===== src/rtl/if_fetch_stage.sv =====
`default_nettype none
// ============================================================================
// if_fetch_stage : instruction fetch with a single-outstanding imem read and a
//                  2-entry prefetch buffer feeding the IF/ID register.
// Revision       : 1.0
// ============================================================================
module if_fetch_stage #(
    parameter int              PC_W     = 14,
    parameter int              INSTR_W  = 16,
    parameter logic [PC_W-1:0] RESET_PC = '0
) (
    input  logic               clk,
    input  logic               rst_n,
    input  logic               stall,
    input  logic               redirect,
    input  logic [PC_W-1:0]    redirect_pc,
    output logic               imem_req,
    output logic [PC_W-1:0]    imem_addr,
    input  logic               imem_valid,
    input  logic [INSTR_W-1:0] imem_rdata,
    output logic               if_id_we,
    output logic [PC_W-1:0]    if_id_pc,
    output logic [INSTR_W-1:0] if_id_instr
);

    // Encoding is {outstanding, squash}
    localparam logic [1:0] ST_IDLE  = 2'b00;
    localparam logic [1:0] ST_WAIT  = 2'b10;
    localparam logic [1:0] ST_DRAIN = 2'b11;

    logic [1:0]         state;
    logic [1:0]         state_nxt;
    logic [PC_W-1:0]    fetch_pc;
    logic [PC_W-1:0]    tag_pc;
    logic [PC_W-1:0]    hold_pc;
    logic [INSTR_W-1:0] hold_instr;
    logic [PC_W-1:0]    buf_pc    [2];
    logic [INSTR_W-1:0] buf_instr [2];
    logic               rd_ptr;
    logic               wr_ptr;
    logic [1:0]         count;
    logic               issue;
    logic               push;
    logic               pop;
    logic               not_empty;

    always_ff @(posedge clk or negedge rst_n) begin
        if (!rst_n) begin
            state <= ST_IDLE;
        end else begin
            state <= state_nxt;
        end
    end

    always_comb begin
        state_nxt = state;
        case (state)
            ST_IDLE:  if (issue) state_nxt = ST_WAIT;
            // A response landing in the redirect cycle is simply dropped
            ST_WAIT: begin
                if (imem_valid)    state_nxt = ST_IDLE;
                else if (redirect) state_nxt = ST_DRAIN;
            end
            ST_DRAIN: if (imem_valid) state_nxt = ST_IDLE;
            default:  state_nxt = ST_IDLE;
        endcase
    end

    always_comb begin
        not_empty   = (count != 2'd0);
        issue       = (state == ST_IDLE) && (count != 2'd2) && !redirect;
        push        = (state == ST_WAIT) && imem_valid && !redirect;
        pop         = not_empty && !stall && !redirect;
        imem_req    = issue && rst_n;
        imem_addr   = fetch_pc;
        if_id_we    = pop;
        if_id_pc    = not_empty ? buf_pc[rd_ptr]    : hold_pc;
        if_id_instr = not_empty ? buf_instr[rd_ptr] : hold_instr;
    end

    always_ff @(posedge clk or negedge rst_n) begin
        if (!rst_n) begin
            fetch_pc   <= RESET_PC;
            tag_pc     <= '0;
            hold_pc    <= '0;
            hold_instr <= '0;
            rd_ptr     <= 1'b0;
            wr_ptr     <= 1'b0;
            count      <= 2'd0;
            for (int i = 0; i < 2; i++) begin
                buf_pc[i]    <= '0;
                buf_instr[i] <= '0;
            end
        end else if (redirect) begin
            fetch_pc <= redirect_pc;
            count    <= 2'd0;
            rd_ptr   <= 1'b0;
            wr_ptr   <= 1'b0;
        end else begin
            if (issue) begin
                tag_pc   <= fetch_pc;
                fetch_pc <= fetch_pc + PC_W'(1);
            end
            if (push) begin
                buf_pc[wr_ptr]    <= tag_pc;
                buf_instr[wr_ptr] <= imem_rdata;
                wr_ptr            <= ~wr_ptr;
            end
            // Keep the departing head so outputs stay stable once empty
            if (pop) begin
                hold_pc    <= buf_pc[rd_ptr];
                hold_instr <= buf_instr[rd_ptr];
                rd_ptr     <= ~rd_ptr;
            end
            case ({push, pop})
                2'b10:   count <= count + 2'd1;
                2'b01:   count <= count - 2'd1;
                default: count <= count;
            endcase
        end
    end

endmodule
`default_nettype wire


===== config.mk =====
export PLATFORM = sky130hd
export DESIGN_NAME = if_fetch_stage
export DESIGN_NICKNAME = d
export VERILOG_FILES = /design/src/rtl/if_fetch_stage.sv
export SDC_FILE = /design/constraint.sdc
export NUM_CORES = 1
export LEC_CHECK = 0
export ABC_AREA = 1
export CAP_MARGIN = 20
export CORE_ASPECT_RATIO = 0.7
export CORE_MARGIN = 2
export CORE_UTILIZATION = 35
export CTS_CLUSTER_SIZE = 24
export DETAILED_ROUTE_END_ITERATION = 8
export DONT_BUFFER_PORTS = 1
export HOLD_SLACK_MARGIN = 0.03
export PLACE_DENSITY = 0.48
export SLEW_MARGIN = 20
export SYNTH_ARGS = -nofsm -noshare
export SYNTH_HDL_FRONTEND = slang
export SYNTH_SLANG_ARGS = --single-unit

===== constraint.sdc =====
create_clock -name clk -period 4 [get_ports clk]
set_input_delay 0.2 -clock clk [delete_from_list [all_inputs] [get_ports clk]]
set_output_delay 0.2 -clock clk [all_outputs]
set_load 0.02 [all_outputs]

==> summary.txt, run 1 <==
CTS
  • TritonCTS Buffers: 17
  • Clock sinks: 124
  • Htree depth: 4
  • Root Buffer: clkbuf_16
  • Clock latency on the worst-skew pair: 0.42 ns
  • CTS clk-pin slew, worst paths: 0.06 ns
  • CTS Buffer Depth: 2
  • Post-CTS Setup Repair Bufs: 0
  • TritonCTS clock tree: yes

STA
  • Clk_skew: 0.00627 ns
  • Final Max Tran Viols: 0
  • Pin slew with the least headroom to its limit: 0.819 ns
  • Crit path time final: 3.01 ns
  • Final hold vios: 0
  • Setup violators final: 0
  • Slack of the critical path: 0.985 ns
  • FMAX: 332 MHz
  • Slew headroom: 0.451
  • Unrepaired setup endpoints after global routing: false
  • Final period util: 0.754
  • Setup TNS: 0 ns

Power and ir drop
  • Share of power burned in the clock network: 0.316
  • Sequential power share: 0.396
  • Pint: 0.00336 W
  • Logic pwr share: 0.288
  • VDD IR max: 0.000229 V
  • Leakage: 3.41 nW
  • Switching power: 0.00198 W
  • P per Cell Area: 759 nW/um2
  • Switching Share: 0.371

Critical path
  • Startpoint types: flop
  • WS Path Type: reg2out
  • Critical path's largest stage delay: 0.67 ns
  • Worst Path Arrival: 2.81 ns
  • CP required: 3.80 ns
  • Critical Path, Cell by Cell: nor2_1 -> clkinv_1 -> buf_4 -> o21ai_0
  • Crit end category: output pin
  • CP max-delay cell: clkinv_1
  • CP Max Fanout: 32

Synthesis
  • Synthesized instance count: 745
  • Top-area cell type share of the netlist area: 0.532
  • Number of flops mapped to enable cells by yosys: 0
  • Most numerous cell in the Yosys netlist: nand2_1
  • Syn avg cell area: 7.83 um2
  • Post-synthesis cell area: 5830 um2
  • Top cells by count, synth: nand2_1 (275), o21ai_0 (133), dfrtp_1 (124)
  • Net Count, Synth: 781
  • Dominant cells by area after synthesis: dfrtp_1 (53%), nand2_1 (18%), o21ai_0 (11%)
  • Yosys warns: 0
  • Distinct cells, synth: 33
  • Ys async rst share: 1.00
  • Sequential share of the synthesized area: 0.532
  • Main synth FF type: dfrtp_1
  • Register bit total from synthesis: 124
  • Yosys top cell by area: dfrtp_1

Floorplan
  • Die W: 158 um
  • Core region area: 16300 um2
  • Die Area: 17700 um2
  • IO Count: 81
  • Initial Utilization: 0.358
  • Die height: 112 um
  • Floorplan row count: 39

Final layout
  • ANT cells: 0
  • Fillers: 1633
  • Area of the multi-input gates: 2200 um2
  • Storage cell area: 3100 um2
  • Area delta synth->final: 20.6%
  • Fin nets: 805
  • Share of layout cells above drive strength 1: 0.0652

GRT
  • Global-route wire length before repair: 23400 um
  • Initial antenna violation count: 1
  • Vias in the first global route: 4608
  • GRT Resource Usage Total: 0.171
  • Overflow after GRT: 0
  • Largest net degree at the start of global routing: 125

Detailed routing
  • DRC: 0
  • WL/cell: 14.0 um
  • Iteration-0 DRC count of the detailed router: 447
  • Top sig layer: met4
  • Via-to-Cell Ratio: 4.75
  • WL met3: 811 um
  • Met1 Wirelength: 6840 um
  • Post-Route WL: 14100 um
  • Via count: 4782
  • Pre-antenna DRT Iters: 5
  • Met2 wire len: 6330 um
  • Antenna Nets Post-Route: 0

Run
  • Max-Cap Viols: 0

Placed design
  • IO Port Bufs: 0
  • Pre-CTS setup slack: 1.39 ns
  • GP Congestion: 0.781
  • DP HPWL: 8780 um

Hold path
  • HP Class: in2reg

Status
  • Status: finished clean
## layout by cell type, fill, tap and decap left out
| master | netlist | routed |
|---|---|---|
| nor2_2 | 2 | 2 |
| o21bai_1 | 3 | 3 |
| inv_1 | 88 | 86 |
| nor2_4 | 2 | 2 |
| buf_12 | 0 | 1 |
| buf_16 | 0 | 2 |
| ha_1 | 1 | 1 |
| nand3b_1 | 1 | 1 |
| bufinv_16 | 0 | 5 |
| clkbuf_16 | 0 | 17 |
| a21oi_1 | 9 | 9 |
| nor2_1 | 20 | 20 |
| nand3b_4 | 1 | 1 |
| buf_4 | 1 | 4 |
| o21ai_2 | 1 | 1 |
| o21ai_0 | 133 | 133 |
| xnor2_1 | 1 | 1 |
| xor2_1 | 3 | 3 |
| inv_4 | 1 | 1 |
| inv_2 | 1 | 1 |
| nand3_2 | 1 | 1 |
| a211oi_1 | 2 | 2 |
| dlygate4sd3_1 | 0 | 35 |
| clkinv_2 | 0 | 6 |
| dfrtp_1 | 124 | 124 |
| a31o_2 | 1 | 1 |
| clkinv_1 | 0 | 2 |
| nand3_4 | 1 | 1 |
| clkbuf_8 | 0 | 2 |
| nand3_1 | 23 | 23 |
| nand2_1 | 275 | 275 |
| nand4_1 | 3 | 3 |
| or2_2 | 1 | 1 |
| o21ai_1 | 7 | 7 |
| o211ai_1 | 1 | 1 |
| nor3_1 | 1 | 1 |
| a31oi_1 | 1 | 1 |
| clkinvlp_4 | 0 | 2 |
## worst paths after layout
check                                 end          from  slack (ns)  cells after the start
max in group asynchronous   hold_instr[4]         rst_n        3.08                      2
setup reg to reg            imem_addr[12]  imem_addr[1]        2.14                      7
min in group asynchronous  hold_instr[12]         rst_n        0.35                      2
hold reg to reg              buf_instr[9]  buf_instr[9]        0.48                      2
hold / removal             hold_instr[14]      redirect        0.04                      3
setup / recovery              if_id_pc[8]      count[0]        0.99                      4
## kinds of logic (layout without fill, tap and decap cells)
kind of cell,after synthesis,after routing,share of synthesized area
and+or+nand+nor,331,331,0.230
DFF,124,124,0.532
xor gates and xnor gates,4,4,0.00601
AOI/OAI and AO/OA,158,158,0.140
adders and majority gates,1,1,0.00214
buffers and inverters,127,164,0.0901
## layout make-up
type | count | area share
Clock buffer | 19 | 0.0644
Clock inverter | 13 | 0.0278
Inverter | 90 | 0.0484
Multi-Input combinational cell | 494 | 0.313
Sequential cell | 124 | 0.441
Tap cell | 225 | 0.0400
Timing Repair Buffer | 42 | 0.0648
## metrics by stage
step	utilization	total power (W)	hold slack, ns	cell area, um2	std cells
2_1_floorplan	-	0.00329	-0.0956	5830	745
3_3_place_gp	0.366	0.00357	-0.0913	5960	937
3_5_place_dp	0.366	0.00362	-0.0937	5960	937
4_1_cts	0.429	0.00539	0.0402	6990	1005
5_1_grt	0.432	0.00575	0.0350	7030	1007
6_report	0.432	0.00534	0.0397	7030	1007
## power by group through the flow
stage / sequential, W / combinational, W / clock (W)
finish: 0.00212 / 0.00153 / 0.00169
global route: 0.00219 / 0.00176 / 0.00180
CTS: 0.00212 / 0.00155 / 0.00172
detailed placement: 0.00214 / 0.00148 / 0
global placement: 0.00212 / 0.00145 / 0
floorplan: 0.00206 / 0.00123 / 0
## layer usage
metal  global-route usage  vias to the layer above
met1                0.237                     2284
met2                0.255                       99
li1                     -                     2387
met3               0.0552                       12
met4               0.0535                        0
met5                    0                        -
## state kept, by name (all words and copies together) (netlist names)
| name | flops |
|---|---|
| count | 2 |
| rd_ptr | 1 |
| hold_pc | 14 |
| buf_instr | 32 |
| hold_instr | 16 |
| imem_addr | 14 |
| tag_pc | 14 |
| state | 2 |
| wr_ptr | 1 |
| buf_pc | 28 |
## critical path, delay by kind of cell, from the launching register on
family	cells	cell delay, ns
buffers and inverters	2	1.17
AO/OA/AOI/OAI	1	0.60
flip-flops	1	0.44
AND/OR/NAND/NOR	1	0.17
## what timing repair did
item / 4_1_cts / 5_1_grt
hold buffers: 36 / 0
hold endpoints to repair: 173 / 0
gates resized for setup: 0 / 0
Note: power is estimated with default switching activity, not from simulation.
==> inputs of run 2 (changes only) <==
- ABC_AREA: 1 -> 0
- PLACE_DENSITY: 0.48 -> 0.5
- clock period: 4 -> 2.6 ns (I/O delays scaled with it)
==> run 2 against run 1 <==
Effect of this change:
- the flow now finishes with violations (hold timing)
- critical path type unchanged
- combinational power rose by 20%
- die area fell by 6.1%
- highest routed layer unchanged
- register-to-register slack got worse by 1.7 ns
- sequential power rose by 51%
- clock-buffer cell count rose by 6
- cell area fell by 6.1%
- wire length fell by 15%
- synthesized area fell by 6.3%
==> summary.txt, run 2 <==
Status
  • Status: complete, but fails checks (was finished clean)
  • Failing checks: hold timing

Synthesis
  • Distinct cells, synth: 38 (was 33)
  • Register bit total from synthesis: 124 (unchanged)
  • Top-area cell type share of the netlist area: 0.568 (was 0.532)
  • Syn avg cell area: 11.4 um2 (was 7.83 um2)
  • Sequential share of the synthesized area: 0.568 (was 0.532)
  • Most numerous cell in the Yosys netlist: dfrtp_1 (was nand2_1)
  • Synthesized instance count: 478 (was 745)
  • Net Count, Synth: 514 (was 781)
  • Top cells by count, synth: dfrtp_1 (124), nor2_1 (72), a21oi_1 (62) (was nand2_1 (275), o21ai_0 (133), dfrtp_1 (124))
  • Yosys warns: 0 (unchanged)
  • Ys async rst share: 1.00 (unchanged)
  • Number of flops mapped to enable cells by yosys: 0 (unchanged)
  • Main synth FF type: dfrtp_1 (unchanged)
  • Dominant cells by area after synthesis: dfrtp_1 (57%), mux2_2 (10%), mux2i_1 (5.9%) (was dfrtp_1 (53%), nand2_1 (18%), o21ai_0 (11%))
  • Post-synthesis cell area: 5470 um2 (was 5830 um2)
  • Yosys top cell by area: dfrtp_1 (unchanged)

Critical path
  • Startpoint types: flop (unchanged)
  • Critical path's largest stage delay: 1.02 ns (was 0.67 ns)
  • Setup slack, reg-to-reg: 0.43 ns (was 2.14 ns)
  • CP max-delay cell: dfrtp_2 (was clkinv_1)
  • Worst Path Buf+Inv: 1 (was 2)
  • CP required: 2.47 ns (was 3.80 ns)
  • Reg2reg path depth: 5 (was 7)
  • CP Max Fanout: 30 (was 32)
  • Worst Path Arrival: 2.26 ns (was 2.81 ns)
  • CP delay by family, top: flip-flops (was buffers and inverters)
  • WP depth: 3 (was 4)
  • WS Path Type: reg2out (unchanged)
  • Critical Path, Cell by Cell: buf_4 -> mux2i_1 -> a21oi_1 (was nor2_1 -> clkinv_1 -> buf_4 -> o21ai_0)
  • Crit end category: output pin (unchanged)

Placed design
  • DP HPWL: 7850 um (was 8780 um)
  • GP Congestion: 0.750 (was 0.781)
  • Post-DP Area: 5670 um2 (was 5960 um2)
  • IO Port Bufs: 0 (unchanged)

STA
  • Clk_skew: 0.00480 ns (was 0.00627 ns)
  • Crit path time final: 2.39 ns
  • Setup violators final: 0 (unchanged)
  • Final hold vios: 124 (was 0)
  • FMAX: 419 MHz
  • Final period util: 0.918
  • Slew headroom: 0.335 (was 0.451)
  • Setup TNS: 0 ns (unchanged)
  • Final Max Tran Viols: 0 (unchanged)
  • Unrepaired setup endpoints after global routing: false (unchanged)
  • Pin slew with the least headroom to its limit: 0.997 ns (was 0.819 ns)
  • Worst hold slack: -0.587 ns (was 0.0397 ns)

Final layout
  • Largest register FFs: 32 (unchanged)
  • Top reg by flops: buf_instr (unchanged)
  • ANT cells: 0 (unchanged)
  • Commonest cells after routing, fill and taps aside: dfrtp_1 (123), nor2_1 (72), a21oi_1 (62) (was nand2_1 (275), o21ai_0 (133), dfrtp_1 (124))
  • Share of layout cells above drive strength 1: 0.174 (was 0.0652)
  • Largest regs: buf_instr: 32 flops, buf_pc: 28 flops, hold_instr: 16 flops (unchanged)
  • Area delta synth->final: 20.8% (was 20.6%)
  • Design area: 6600 um2 (was 7030 um2)
  • Fin nets: 546 (was 805)
  • Most common cell after layout, fill and taps aside: dfrtp_1 (was nand2_1)

Floorplan
  • Core region area: 15400 um2 (was 16300 um2)
  • Die height: 109 um (was 112 um)
  • IO Count: 81 (unchanged)
  • Floorplan row count: 38 (was 39)
  • Initial Utilization: 0.355 (was 0.358)
  • Die W: 153 um (was 158 um)
  • Die Area: 16600 um2 (was 17700 um2)

Detailed routing
  • Post-Route WL: 11900 um (was 14100 um)
  • WL/cell: 16.5 um (was 14.0 um)
  • Via count: 3657 (was 4782)
  • Antenna Nets Post-Route: 0 (unchanged)
  • Iteration-0 DRC count of the detailed router: 173 (was 447)
  • DRC: 0 (unchanged)
  • Pre-antenna DRT Iters: 4 (was 5)
  • Via-to-Cell Ratio: 5.06 (was 4.75)

GRT
  • Largest net degree at the start of global routing: 126 (was 125)
  • Initial antenna violation count: 0 (was 1)
  • GRT Resource Usage Total: 0.156 (was 0.171)
  • Vias in the first global route: 3708 (was 4608)
  • Overflow after GRT: 0 (unchanged)
  • Global-route wire length before repair: 19900 um (was 23400 um)

CTS
  • Root Buffer: clkbuf_16 (unchanged)
  • Clock sinks: 124 (unchanged)
  • CTS Buffer Depth: 2 (unchanged)
  • CTS clk-pin slew, worst paths: 0.05 ns (was 0.06 ns)
  • TritonCTS Buffers: 17 (unchanged)
  • Clock latency on the worst-skew pair: 0.41 ns (was 0.42 ns)
  • TritonCTS clock tree: yes (unchanged)
  • Htree depth: 4 (unchanged)

Power and ir drop
  • P per Cell Area: 1110 nW/um2 (was 759 nW/um2)
  • Power, Total: 0.00733 W (was 0.00534 W)
  • Leakage: 2.75 nW (was 3.41 nW)
  • VDD IR max: 0.000482 V (was 0.000229 V)

Hold path
  • HP Class: in2async (was in2reg)

Run
  • Max-Cap Viols: 0 (unchanged)
==> run 2: changes by cell type in the layout (fill, tap and decap cells not counted), moves of 25 or more <==
cell	before	now
mux2_1	0	25
nor2_1	20	72
mux2_2	0	49
mux2i_1	0	32
a21oi_1	9	62
o21ai_0	133	7
nand2_1	275	12
inv_1	86	2
==> run 2: worst paths after layout <==
| check | from | end |
|---|---|---|
| worst max-delay path | rd_ptr | if_id_instr[6] |
| worst min-delay path | rst_n | buf_instr[1] |
| worst max register to register | imem_addr[0] | imem_addr[12] |
| worst min register to register | buf_instr[20] | buf_instr[20] |
| max in group asynchronous | rst_n | rd_ptr |
| min in group clk | redirect | hold_pc[7] |
==> run 2: kinds of logic after synthesis <==
| logic type | share of synthesized area |
|---|---|
| muxes | 0.211 |
| adders and majority gates | 0.00229 |
| xor gates and xnor gates | 0.0160 |
| buffers and inverters | 0.0259 |
| AOI/OAI and AO/OA | 0.0815 |
| DFF | 0.568 |
| and+or+nand+nor | 0.0955 |
==> run 2: what timing repair did <==
item                                    CTS  global route
hold endpoints to repair                176           125
resized for setup                         0             1
hold buffers                             34             1
endpoints found under the setup margin    0             1
buffers inserted                          0             0
==> run 2: metal layers <==
| layer | vias to the layer above | wire, um | global-route usage |
|---|---|---|---|
| met5 | - | 0 | 0 |
| met4 | 0 | 136 | 0.0511 |
| met3 | 15 | 814 | 0.0693 |
| li1 | 1749 | - | - |
| met2 | 73 | 5220 | 0.230 |
| met1 | 1820 | 5770 | 0.207 |
==> run 2: metrics by stage <==
step | setup slack [ns] | instances | utilization
floorplan | 0.622 | 478 | -
global placement | 0.514 | 656 | 0.368
detailed placement | 0.451 | 656 | 0.368
CTS | 0.0775 | 722 | 0.427
global route | 0.0775 | 723 | 0.429
finish | 0.212 | 723 | 0.429
==> run 2: where the power goes <==
| part | internal (W) | switching, W | total [W] |
|---|---|---|---|
| sequential | 0.00272 | 0.000488 | 0.00320 |
| clock | 0.00148 | 0.000804 | 0.00228 |
| combinational | 0.000789 | 0.00105 | 0.00184 |
| total | 0.00498 | 0.00234 | 0.00733 |
==> run 2: area by class of cell <==
cell class,instances,area [um2]
clock buffers,25,485
clock inverters,7,87.6
fillers,1481,8800
inverters,3,11.3
multi-input cells,319,2240
flip-flops and latches,124,3100
well taps,200,250
repair buffers,45,425
